`src/rtl/i2c_bit_engine.sv`:
```
// Bit-level I2C master: executes one START / TX byte / RX byte / STOP command per request,
// drives push-pull SCL and open-drain SDA, and reports completion through a ready level.
module i2c_bit_engine #(
    parameter int QTR_CYC  = 250,
    parameter int HOLD_CYC = 8
) (
    input  logic       clk,
    input  logic       rst,
    input  logic [1:0] next_step,
    input  logic [7:0] tx_byte,
    output logic [7:0] rx_byte,
    output logic       ready,
    output logic       ack_err,
    output logic       scl,
    output logic       sda_oe,
    input  logic       sda_in
);

    localparam int QW = (QTR_CYC > 1) ? $clog2(QTR_CYC) : 1;
    localparam int HW = (HOLD_CYC > 1) ? $clog2(HOLD_CYC) : 1;
    localparam logic [QW-1:0] QTR_LAST  = QW'(QTR_CYC - 1);
    localparam logic [HW-1:0] HOLD_LAST = HW'(HOLD_CYC - 1);

    localparam logic [1:0] CMD_END   = 2'b00;
    localparam logic [1:0] CMD_START = 2'b01;
    localparam logic [1:0] CMD_TX    = 2'b10;
    localparam logic [1:0] CMD_RX    = 2'b11;

    typedef enum logic [2:0] {
        S_IDLE, S_HOLD, S_START, S_TXBIT, S_TXACK, S_RXBIT, S_RXACK, S_STOP
    } state_t;

    state_t          state_q, state_d;
    logic [QW-1:0]   qcnt_q, qcnt_d;
    logic [1:0]      quarter_q, quarter_d;
    logic [2:0]      bit_q, bit_d;
    logic [HW-1:0]   hcnt_q, hcnt_d;
    logic [7:0]      tx_q, tx_d;
    logic [7:0]      rx_shift_q, rx_shift_d;
    logic [7:0]      rx_byte_q, rx_byte_d;
    logic            ready_q, ready_d;
    logic            ack_err_q, ack_err_d;
    logic            bus_active_q, bus_active_d;
    logic            scl_q, scl_d;
    logic            sda_oe_q, sda_oe_d;
    logic            sda_s1_q, sda_s1_d;
    logic            sda_s2_q, sda_s2_d;

    logic in_cell;
    logic qtr_end;
    logic cell_end;
    logic sample_pt;
    logic scl_hi;

    assign in_cell   = (state_q != S_IDLE) && (state_q != S_HOLD);
    assign qtr_end   = (qcnt_q == QTR_LAST);
    assign cell_end  = qtr_end && (quarter_q == 2'd3);
    // Data is sampled as the cell enters Q2, the middle of the SCL high phase.
    assign sample_pt = qtr_end && (quarter_q == 2'd1);
    assign scl_hi    = (quarter_q == 2'd1) || (quarter_q == 2'd2);

    always_comb begin
        state_d      = state_q;
        qcnt_d       = qcnt_q;
        quarter_d    = quarter_q;
        bit_d        = bit_q;
        hcnt_d       = hcnt_q;
        tx_d         = tx_q;
        rx_shift_d   = rx_shift_q;
        rx_byte_d    = rx_byte_q;
        ready_d      = ready_q;
        ack_err_d    = ack_err_q;
        bus_active_d = bus_active_q;
        scl_d        = scl_q;
        sda_oe_d     = sda_oe_q;
        sda_s1_d     = sda_in;
        sda_s2_d     = sda_s1_q;

        if (in_cell) begin
            qcnt_d = qtr_end ? '0 : qcnt_q + 1'b1;
            if (qtr_end) quarter_d = quarter_q + 2'd1;
        end

        case (state_q)
            S_IDLE: begin
                scl_d    = 1'b1;
                sda_oe_d = 1'b0;
                ready_d  = 1'b0;
                qcnt_d   = '0;
                quarter_d = '0;
                if (next_step == CMD_START) begin
                    state_d = S_START;
                end else if (next_step == CMD_END && bus_active_q) begin
                    state_d = S_STOP;
                end
            end
            S_HOLD: begin
                hcnt_d = hcnt_q + 1'b1;
                if (hcnt_q == HOLD_LAST) begin
                    ready_d   = 1'b0;
                    tx_d      = tx_byte;
                    qcnt_d    = '0;
                    quarter_d = '0;
                    bit_d     = '0;
                    hcnt_d    = '0;
                    case (next_step)
                        CMD_START: state_d = S_START;
                        CMD_TX:    state_d = S_TXBIT;
                        CMD_RX:    state_d = S_RXBIT;
                        default:   state_d = S_STOP;
                    endcase
                end
            end
            S_START: begin
                scl_d    = scl_hi;
                sda_oe_d = quarter_q[1];
                if (cell_end) begin
                    bus_active_d = 1'b1;
                    state_d      = S_HOLD;
                    ready_d      = 1'b1;
                    hcnt_d       = '0;
                end
            end
            S_TXBIT: begin
                scl_d    = scl_hi;
                sda_oe_d = ~tx_q[bit_q];
                if (cell_end) begin
                    bit_d = bit_q + 3'd1;
                    if (bit_q == 3'd7) state_d = S_TXACK;
                end
            end
            S_TXACK: begin
                scl_d    = scl_hi;
                sda_oe_d = 1'b0;
                if (sample_pt) ack_err_d = sda_s2_q;
                if (cell_end) begin
                    state_d = S_HOLD;
                    ready_d = 1'b1;
                    hcnt_d  = '0;
                end
            end
            S_RXBIT: begin
                scl_d    = scl_hi;
                sda_oe_d = 1'b0;
                if (sample_pt) rx_shift_d[bit_q] = sda_s2_q;
                if (cell_end) begin
                    bit_d = bit_q + 3'd1;
                    if (bit_q == 3'd7) begin
                        state_d   = S_RXACK;
                        rx_byte_d = rx_shift_q;
                    end
                end
            end
            S_RXACK: begin
                scl_d    = scl_hi;
                sda_oe_d = ~tx_q[0];
                if (cell_end) begin
                    state_d = S_HOLD;
                    ready_d = 1'b1;
                    hcnt_d  = '0;
                end
            end
            S_STOP: begin
                scl_d    = (quarter_q != 2'd0);
                sda_oe_d = ~quarter_q[1];
                if (cell_end) begin
                    bus_active_d = 1'b0;
                    state_d      = S_IDLE;
                end
            end
            default: state_d = S_IDLE;
        endcase
    end

    always_ff @(posedge clk) begin
        if (rst) begin
            state_q      <= S_IDLE;
            qcnt_q       <= '0;
            quarter_q    <= '0;
            bit_q        <= '0;
            hcnt_q       <= '0;
            tx_q         <= '0;
            rx_shift_q   <= '0;
            rx_byte_q    <= '0;
            ready_q      <= 1'b0;
            ack_err_q    <= 1'b0;
            bus_active_q <= 1'b0;
            scl_q        <= 1'b1;
            sda_oe_q     <= 1'b0;
            sda_s1_q     <= 1'b1;
            sda_s2_q     <= 1'b1;
        end else begin
            state_q      <= state_d;
            qcnt_q       <= qcnt_d;
            quarter_q    <= quarter_d;
            bit_q        <= bit_d;
            hcnt_q       <= hcnt_d;
            tx_q         <= tx_d;
            rx_shift_q   <= rx_shift_d;
            rx_byte_q    <= rx_byte_d;
            ready_q      <= ready_d;
            ack_err_q    <= ack_err_d;
            bus_active_q <= bus_active_d;
            scl_q        <= scl_d;
            sda_oe_q     <= sda_oe_d;
            sda_s1_q     <= sda_s1_d;
            sda_s2_q     <= sda_s2_d;
        end
    end

    assign rx_byte = rx_byte_q;
    assign ready   = ready_q;
    assign ack_err = ack_err_q;
    assign scl     = scl_q;
    assign sda_oe  = sda_oe_q;

endmodule
```
`config.mk`:
```
export PLATFORM = sky130hd
export DESIGN_NAME = i2c_bit_engine
export DESIGN_NICKNAME = d
export VERILOG_FILES = /design/src/rtl/i2c_bit_engine.sv
export SDC_FILE = /design/constraint.sdc
export NUM_CORES = 1
export LEC_CHECK = 0
export CAP_MARGIN = 40
export CORE_MARGIN = 1
export CORE_UTILIZATION = 55
export CTS_CLUSTER_DIAMETER = 200
export DETAILED_ROUTE_END_ITERATION = 10
export DONT_BUFFER_PORTS = 1
export HOLD_SLACK_MARGIN = 0.06
export PLACE_DENSITY = 0.72
export SYNTH_ARGS = -nofsm -noshare
export SYNTH_HDL_FRONTEND = slang
export SYNTH_SLANG_ARGS = --single-unit
```
`constraint.sdc`:
```
create_clock -name clk -period 2.2 [get_ports clk]
set_clock_uncertainty 0.15 [all_clocks]
set_input_delay 0.33 -clock clk [delete_from_list [all_inputs] [get_ports clk]]
set_output_delay 0.33 -clock clk [all_outputs]
set_load 0.02 [all_outputs]
```
# [Word-level counts from Yosys, hierarchy flattened]
# Index checks and enable logic that the tools add are counted.
[word_totals] word_cells=116 reg_bits=50 output_inout_bits=12 in_bits=13
[op_classes] n_reduce_logical=29 n_bitwise=3 n_eq_ne=27 magnitude_cmp=2 n_addsub=4 n_mux=36
[ops] op="$mux 3" n=12
[ops] op="$mux 8" n=3
[ops] op="$eq 3x3->1 const B" n=6
[ops] op="$pmux 3 s6" n=1
[ops] op="$pmux 8 s2" n=1
[ops] op="$ne 2x2->1 const B" n=7
[ops] op="$pmux 3 s2" n=2
[ops] op="$reduce_and 3->1" n=4
[ops] op="$pmux 3 s3" n=1
[ops] op="$reduce_bool 3->1" n=3
[ops] op="$add 8x1->8 const B" n=1
[ops] op="$bwmux 8" n=1
[ops] op="$eq 2x2->1 const B" n=4
[ops] op="$eq 8x8->1 const B" n=1
[ops] op="$reduce_and 2->1" n=4
[ops] op="$reduce_and 8->1" n=1
[ops] op="$reduce_bool 2->1" n=4
[ops] op="$add 3x1->3 const B" n=2
[ops] op="$eq 3x2->1 const B" n=2
[ops] op="$mux 2" n=3
[ops] op="$pmux 1 s3" n=2
[ops] op="$reduce_or 3->1" n=2
[ops] op="$logic_and 1x1->1" n=5
[ops] op="$mux 1" n=5
[ops] op="other kinds (20)" n=24

# [Longest topological paths before layout]
[depth] depth_word=5 mapped_depth=7 ltp_nobuf=6

# [Least setup slack after synthesis]
# Ideal clock, no wire load.
[synth_timing] kind="reg-to-reg" startpoint="reg bit_q[1]" endpoint="reg state_q[1]" n_path_buf=0 path_stages_with_launch=7 setup_time_ps=121 required_time_ps=1929 period_less_slack_ps=2018 t_arrival_ps=1747 slack_ps=182 path_cell_list="dfxtp_1 -> ha_1 -> ha_1 -> nor3b_1 -> a22o_1 -> or3_4 -> mux2_4"
[synth_via] elab_chain_cells=3 word_cells_on_any_way=4 cone_classes="eq/ne (3); reduce/logical (1)"
[synth_lines] element="start: declaration" line_no="36" source="logic [2:0] bit_q, bit_d;"
[synth_lines] element="start signal: assignment" line_no="196" source="bit_q <= bit_d;"
[synth_lines] element="$eq 3x3->1 (*)" line_no="129, 148"
[synth_lines] element="$ne 2x2->1 (no source line)"
[synth_lines] element="$reduce_and 8->1 (no source line) (*)"
[synth_lines] element="end signal: assignment" line_no="193" source="state_q <= state_d;"
[synth_lines] element="end: declaration" line_no="33" source="state_t state_q, state_d;"
# Every way passes the cells marked *; elsewhere a longest branch is shown, timed or not.
# A chain may end at the register's enable or synchronous reset.

# [Final worst setup path]
[layout_timing] startpoint="reg bit_q[0]" endpoint="reg state_q[1]"
# The elaborated chain is that of the path after synthesis.

==> results.md <==
- The number of global-route vias before repair is 1853.
- By instance count, the cell type seen most on the critical path is sky130_fd_sc_hd__ha_1.
- The die outline area is 4820 sq um.
- At the worst endpoint, the arrival time is 2.16 ns.
- The worst hold path was traced through 2 stages.
- The flow ran to the end, and the final reports show no timing, DRC or antenna violations.
- For this run, the share of the core covered by cells in the final layout is 63.6%.
- The initial detailed-routing violation count is 134.
- Once placement completed, the tool counted placed cells totaling 327.
- The tree is rooted in a sky130_fd_sc_hd__clkbuf_8.
- The count of buffers inserted at the top-level ports is 0.
- The total half-perimeter wirelength after legalization and detailed placement is 3.46 mm.
- The first-pass GRT wire length is 8.63 mm.
- The horizontal die dimension is 69.4 um.
- In this run the power density over the cells is 855 nW/um^2.
- Combinational cells account for 28.6% of the total power.
- Entering global routing, the biggest net connects 40 pins.
- Yosys printed 0 warnings.
- The overall routed net length is 5.03 mm.
- The capturing element type of the critical path is a flip-flop.
- The worst reg2reg path endpoint is state_q[1].
- Fill cells in the final layout number 376.
- The number of synthesized flops with an enable pin is 0.
- By count the netlist is led by sky130_fd_sc_hd__dfxtp_1, sky130_fd_sc_hd__nor2_1, sky130_fd_sc_hd__nand2_1.
- The switching part of the total is 32.1%.
- The register share of total power is 44.3%.
- The critical path is of the flip-flop to flip-flop type.
- The flop-to-flop setup slack is 0.09 ns.
- Summed over all nets, the switching power comes to 0.761 mW.
- The leading register cell type out of synthesis is sky130_fd_sc_hd__dfxtp_1.
- The maximum vdd drop is 0.505 mV.
- The actual slew at the worst max-slew pin is 0.521 ns.
- The site row count is 24.
- The number of buffers inserted to repair setup after CTS is 0.
- The signal on the critical path passes through ha_1, ha_1, nor3b_1, a22o_1, or3_4, mux2_4.
- Summed over all cells, the static leakage comes to 1.16 nW.
- Ranked by total cell area, the synthesized netlist is headed by sky130_fd_sc_hd__dfxtp_1, sky130_fd_sc_hd__mux2i_1, sky130_fd_sc_hd__ha_1, sky130_fd_sc_hd__a21oi_1, sky130_fd_sc_hd__nor2_1.
- The number of cells in the finished layout apart from fillers is 345.
- The mapped netlist covers 2500 sq um.
- Across the run, the number of max-cap violations was 0.
- The H-tree was split into 2 levels.
- The clock input transition at the sequential cells of the worst setup and hold paths is 0.09 ns.
- The worst reg2reg path depth is 6.
- The fraction of post-synthesis cell area in the top cell type by area is 40.0%.
- The count of unique library cells instantiated by Yosys is 50.
- The smallest clock period supported by the final layout is computed as 2.11 ns.
- TritonCTS created 5 clock buffers.
- The number of diodes added for antenna fixing is 0.
- The number of hold violations in the final report came to 0.
- The effective utilization at floorplan is 57.4%.
- In the synthesized netlist, the number of instances is 283.
- Once detail routing completed, the nets flagged for antenna violations numbered 0.
- The path with the worst hold slack has its endpoint at scl.
- TritonCTS built the clock tree.
- The core box area is 4350 sq um.
- The first-pass iteration count of the detailed router is 4.
- On the critical path, the stage with the largest delay is an instance of sky130_fd_sc_hd__dfxtp_1.
- For this run, the top clock speed supported by timing is 473 MHz.
- Of the synthesized area, sequential elements account for 40.0%.
- Global routing used 22.2% of the available tracks.
- The hold slack is 0.128 ns.
- The flop and latch count out of synthesis is 50.
- The completed layout was analyzed and its total power is 2.37 mW.
- The number of pins exceeding their max-slew limit in the final report was 0.
- The share of the cycle needed by the critical path after routing is 96.1%.
- STA puts the critical path data required time at 2.24 ns.
- Of the cells placed in the final design, the portion with a size suffix greater than 1 is 11.6%.
- The synthesis-to-layout area growth is 10.9%.
- sky130_fd_sc_hd__dfxtp_1 takes more of the synthesized area than any other cell.
- The net count of the finished layout is 317.
- The total DRC errors in the routed layout is 0.
- The startpoint identified for the worst hold timing path is rst.
- After global routing the overflow that remains totals 0.
- The clock drives 50 sinks.
- The number of antenna violations at the first check in global routing was 0.
- Summing over every cut layer, the via total after detailed routing is 2001.
- The height of the die is 69.4 um.
- When the netlist entered floorplanning its net count stood at 308.
- STA classifies the critical path startpoint as a flip-flop.
- In the post-synthesis netlist, the cell with the most instances is sky130_fd_sc_hd__dfxtp_1.
- The congestion estimate from routability-driven global placement came to 0.852.
- The cell-internal power is 1.61 mW.
- The average wire per standard cell is 14.6 um.
- The relative slew slack is 64.3%.
- The final-report setup violation count is 0.
- The worst register-to-register path begins at bit_q[0].
- The worst-path maximum fanout is 6.
- The post-detailed-route via-to-cell ratio is 5.80.
- The maximum clock path buffer count is 2.
- For this run, asynchronously set or reset flops after synthesis account for 0%.
- The post-synthesis average cell area is 8.83 sq um.
- The clock network latency to the later pin of the worst-skew pair is 0.30 ns.
- 25 I/O pins were placed.
- The clock share of power is 27.1%.
- The largest single stage delay on the critical path is 0.42 ns.
- The setup total negative slack is 0 ns.
- In this run the worst hold path is classified as input pin to flip-flop.
- Setup repair after global routing left no endpoint under its margin.
-- area by class of cell --
class                           instances  area (sq um)  share of cell area (%)
Multi-Input combinational cell        203          1360                    49.1
Sequential cell                        50          1000                    36.1
Timing Repair Buffer                   21           193                    6.95
Clock buffer                            6          72.6                    2.62
Tap cell                               52          65.1                    2.35
Inverter                               11          41.3                    1.49
Clock inverter                          2          37.5                    1.35
-- cells in the final DEF, fill, tap and decap left out, types with 2 or more instances in the layout --
cell                            synthesis  final
sky130_fd_sc_hd__a31oi_1                2      2
sky130_fd_sc_hd__nand2_1               28     28
sky130_fd_sc_hd__nand2b_1               2      2
sky130_fd_sc_hd__nand3_1               10     10
sky130_fd_sc_hd__nor3_1                 3      3
sky130_fd_sc_hd__mux2i_1               18     18
sky130_fd_sc_hd__buf_4                  0     11
sky130_fd_sc_hd__dlygate4sd3_1          0      9
sky130_fd_sc_hd__inv_1                 11     11
sky130_fd_sc_hd__a21oi_1               24     24
sky130_fd_sc_hd__nand4_1               15     15
sky130_fd_sc_hd__o21ai_0                6      6
sky130_fd_sc_hd__nor2b_1                3      3
sky130_fd_sc_hd__o311ai_0               2      2
sky130_fd_sc_hd__and4b_1                3      3
sky130_fd_sc_hd__ha_1                  12     12
sky130_fd_sc_hd__nor3b_1                3      3
sky130_fd_sc_hd__xnor2_1                2      2
sky130_fd_sc_hd__xor2_1                 5      5
sky130_fd_sc_hd__dfxtp_1               50     50
sky130_fd_sc_hd__and3_1                 3      3
sky130_fd_sc_hd__clkbuf_8               0      5
sky130_fd_sc_hd__a22o_1                 2      2
sky130_fd_sc_hd__and3b_1                3      3
sky130_fd_sc_hd__nor2_1                29     29
sky130_fd_sc_hd__mux4_2                 2      2
sky130_fd_sc_hd__or2_2                  5      5
-- how the worst max path moves through the flow --
stage,end,depth (start not counted),slack (ns),start
after floorplan,state_q[1],6,0.18,bit_q[1]
after global placement,state_q[1],6,0.19,bit_q[0]
after detailed placement,state_q[1],6,0.14,bit_q[0]
after CTS,state_q[1],6,0.09,bit_q[0]
after global routing,state_q[1],6,0.02,bit_q[0]
final,state_q[1],6,0.09,bit_q[0]
-- cells by family (layout without fill, tap and decap cells) --
logic type               Yosys count  after routing  synth area share, %
adder cells (fa/ha/maj)           12             12                 6.01
flip-flops                        50             50                 40.0
AO/OA/AOI/OAI                     47             47                 11.7
XOR/XNOR                           7              7                 2.45
AND/OR/NAND/NOR                  115            115                 24.2
multiplexers                      22             22                 10.1
buffers and inverters             30             40                 5.51
-- flip-flops by register name, summed over array words and instances (netlist names) --
| signal | cells |
|---|---|
| ack_err | 1 |
| bit_q | 3 |
| bus_active_q | 1 |
| hcnt_q | 3 |
| qcnt_q | 8 |
| quarter_q | 2 |
| ready | 1 |
| rx_byte | 8 |
| rx_shift_q | 8 |
| scl | 1 |
| sda_oe | 1 |
| sda_s1_q | 1 |
| sda_s2_q | 1 |
| state_q | 3 |
| tx_q | 8 |
-- critical path: cells and delay by family, from the launching register on --
family / cells / cell delay, ns
DFF: 1 / 0.42
adders and majority gates: 2 / 0.38
and+or+nand+nor: 2 / 0.50
AOI/OAI and AO/OA: 1 / 0.25
muxes: 1 / 0.31
-- metal layers --
layer  global-route usage (%)  part of all wire [%]  vias to the layer above
met4                     6.58                   1.1                        0
met1                     29.7                    47                      934
li1                         -                     -                     1011
met3                     4.51                   4.7                        7
met5                        0                     0                        -
met2                     35.9                    47                       49
-- power by group through the flow --
stage | Clock [mW] | Sequential, mW | Combinational (mW)
2_1_floorplan | 0 | 1.01 | 0.555
3_3_place_gp | 0 | 1.07 | 0.633
3_5_place_dp | 0 | 1.07 | 0.641
4_1_cts | 0.652 | 1.05 | 0.674
5_1_grt | 0.690 | 1.06 | 0.742
6_report | 0.641 | 1.05 | 0.678
-- through the flow --
stage / instance area [sq um] / setup slack (ns)
finish: 2770 / 0.0866
global route: 2770 / 0.0211
floorplan: 2500 / 0.182
global placement: 2550 / 0.188
detailed placement: 2550 / 0.142
CTS: 2770 / 0.0936
-- what timing repair did --
| item | 4_1_cts | 5_1_grt |
|---|---|---|
| hold endpoints to repair | 39 | 0 |
| endpoints found under the setup margin | 0 | 0 |
| hold buffers | 10 | 0 |
| resized for setup | 0 | 0 |
(Power assumes the default switching activity.)
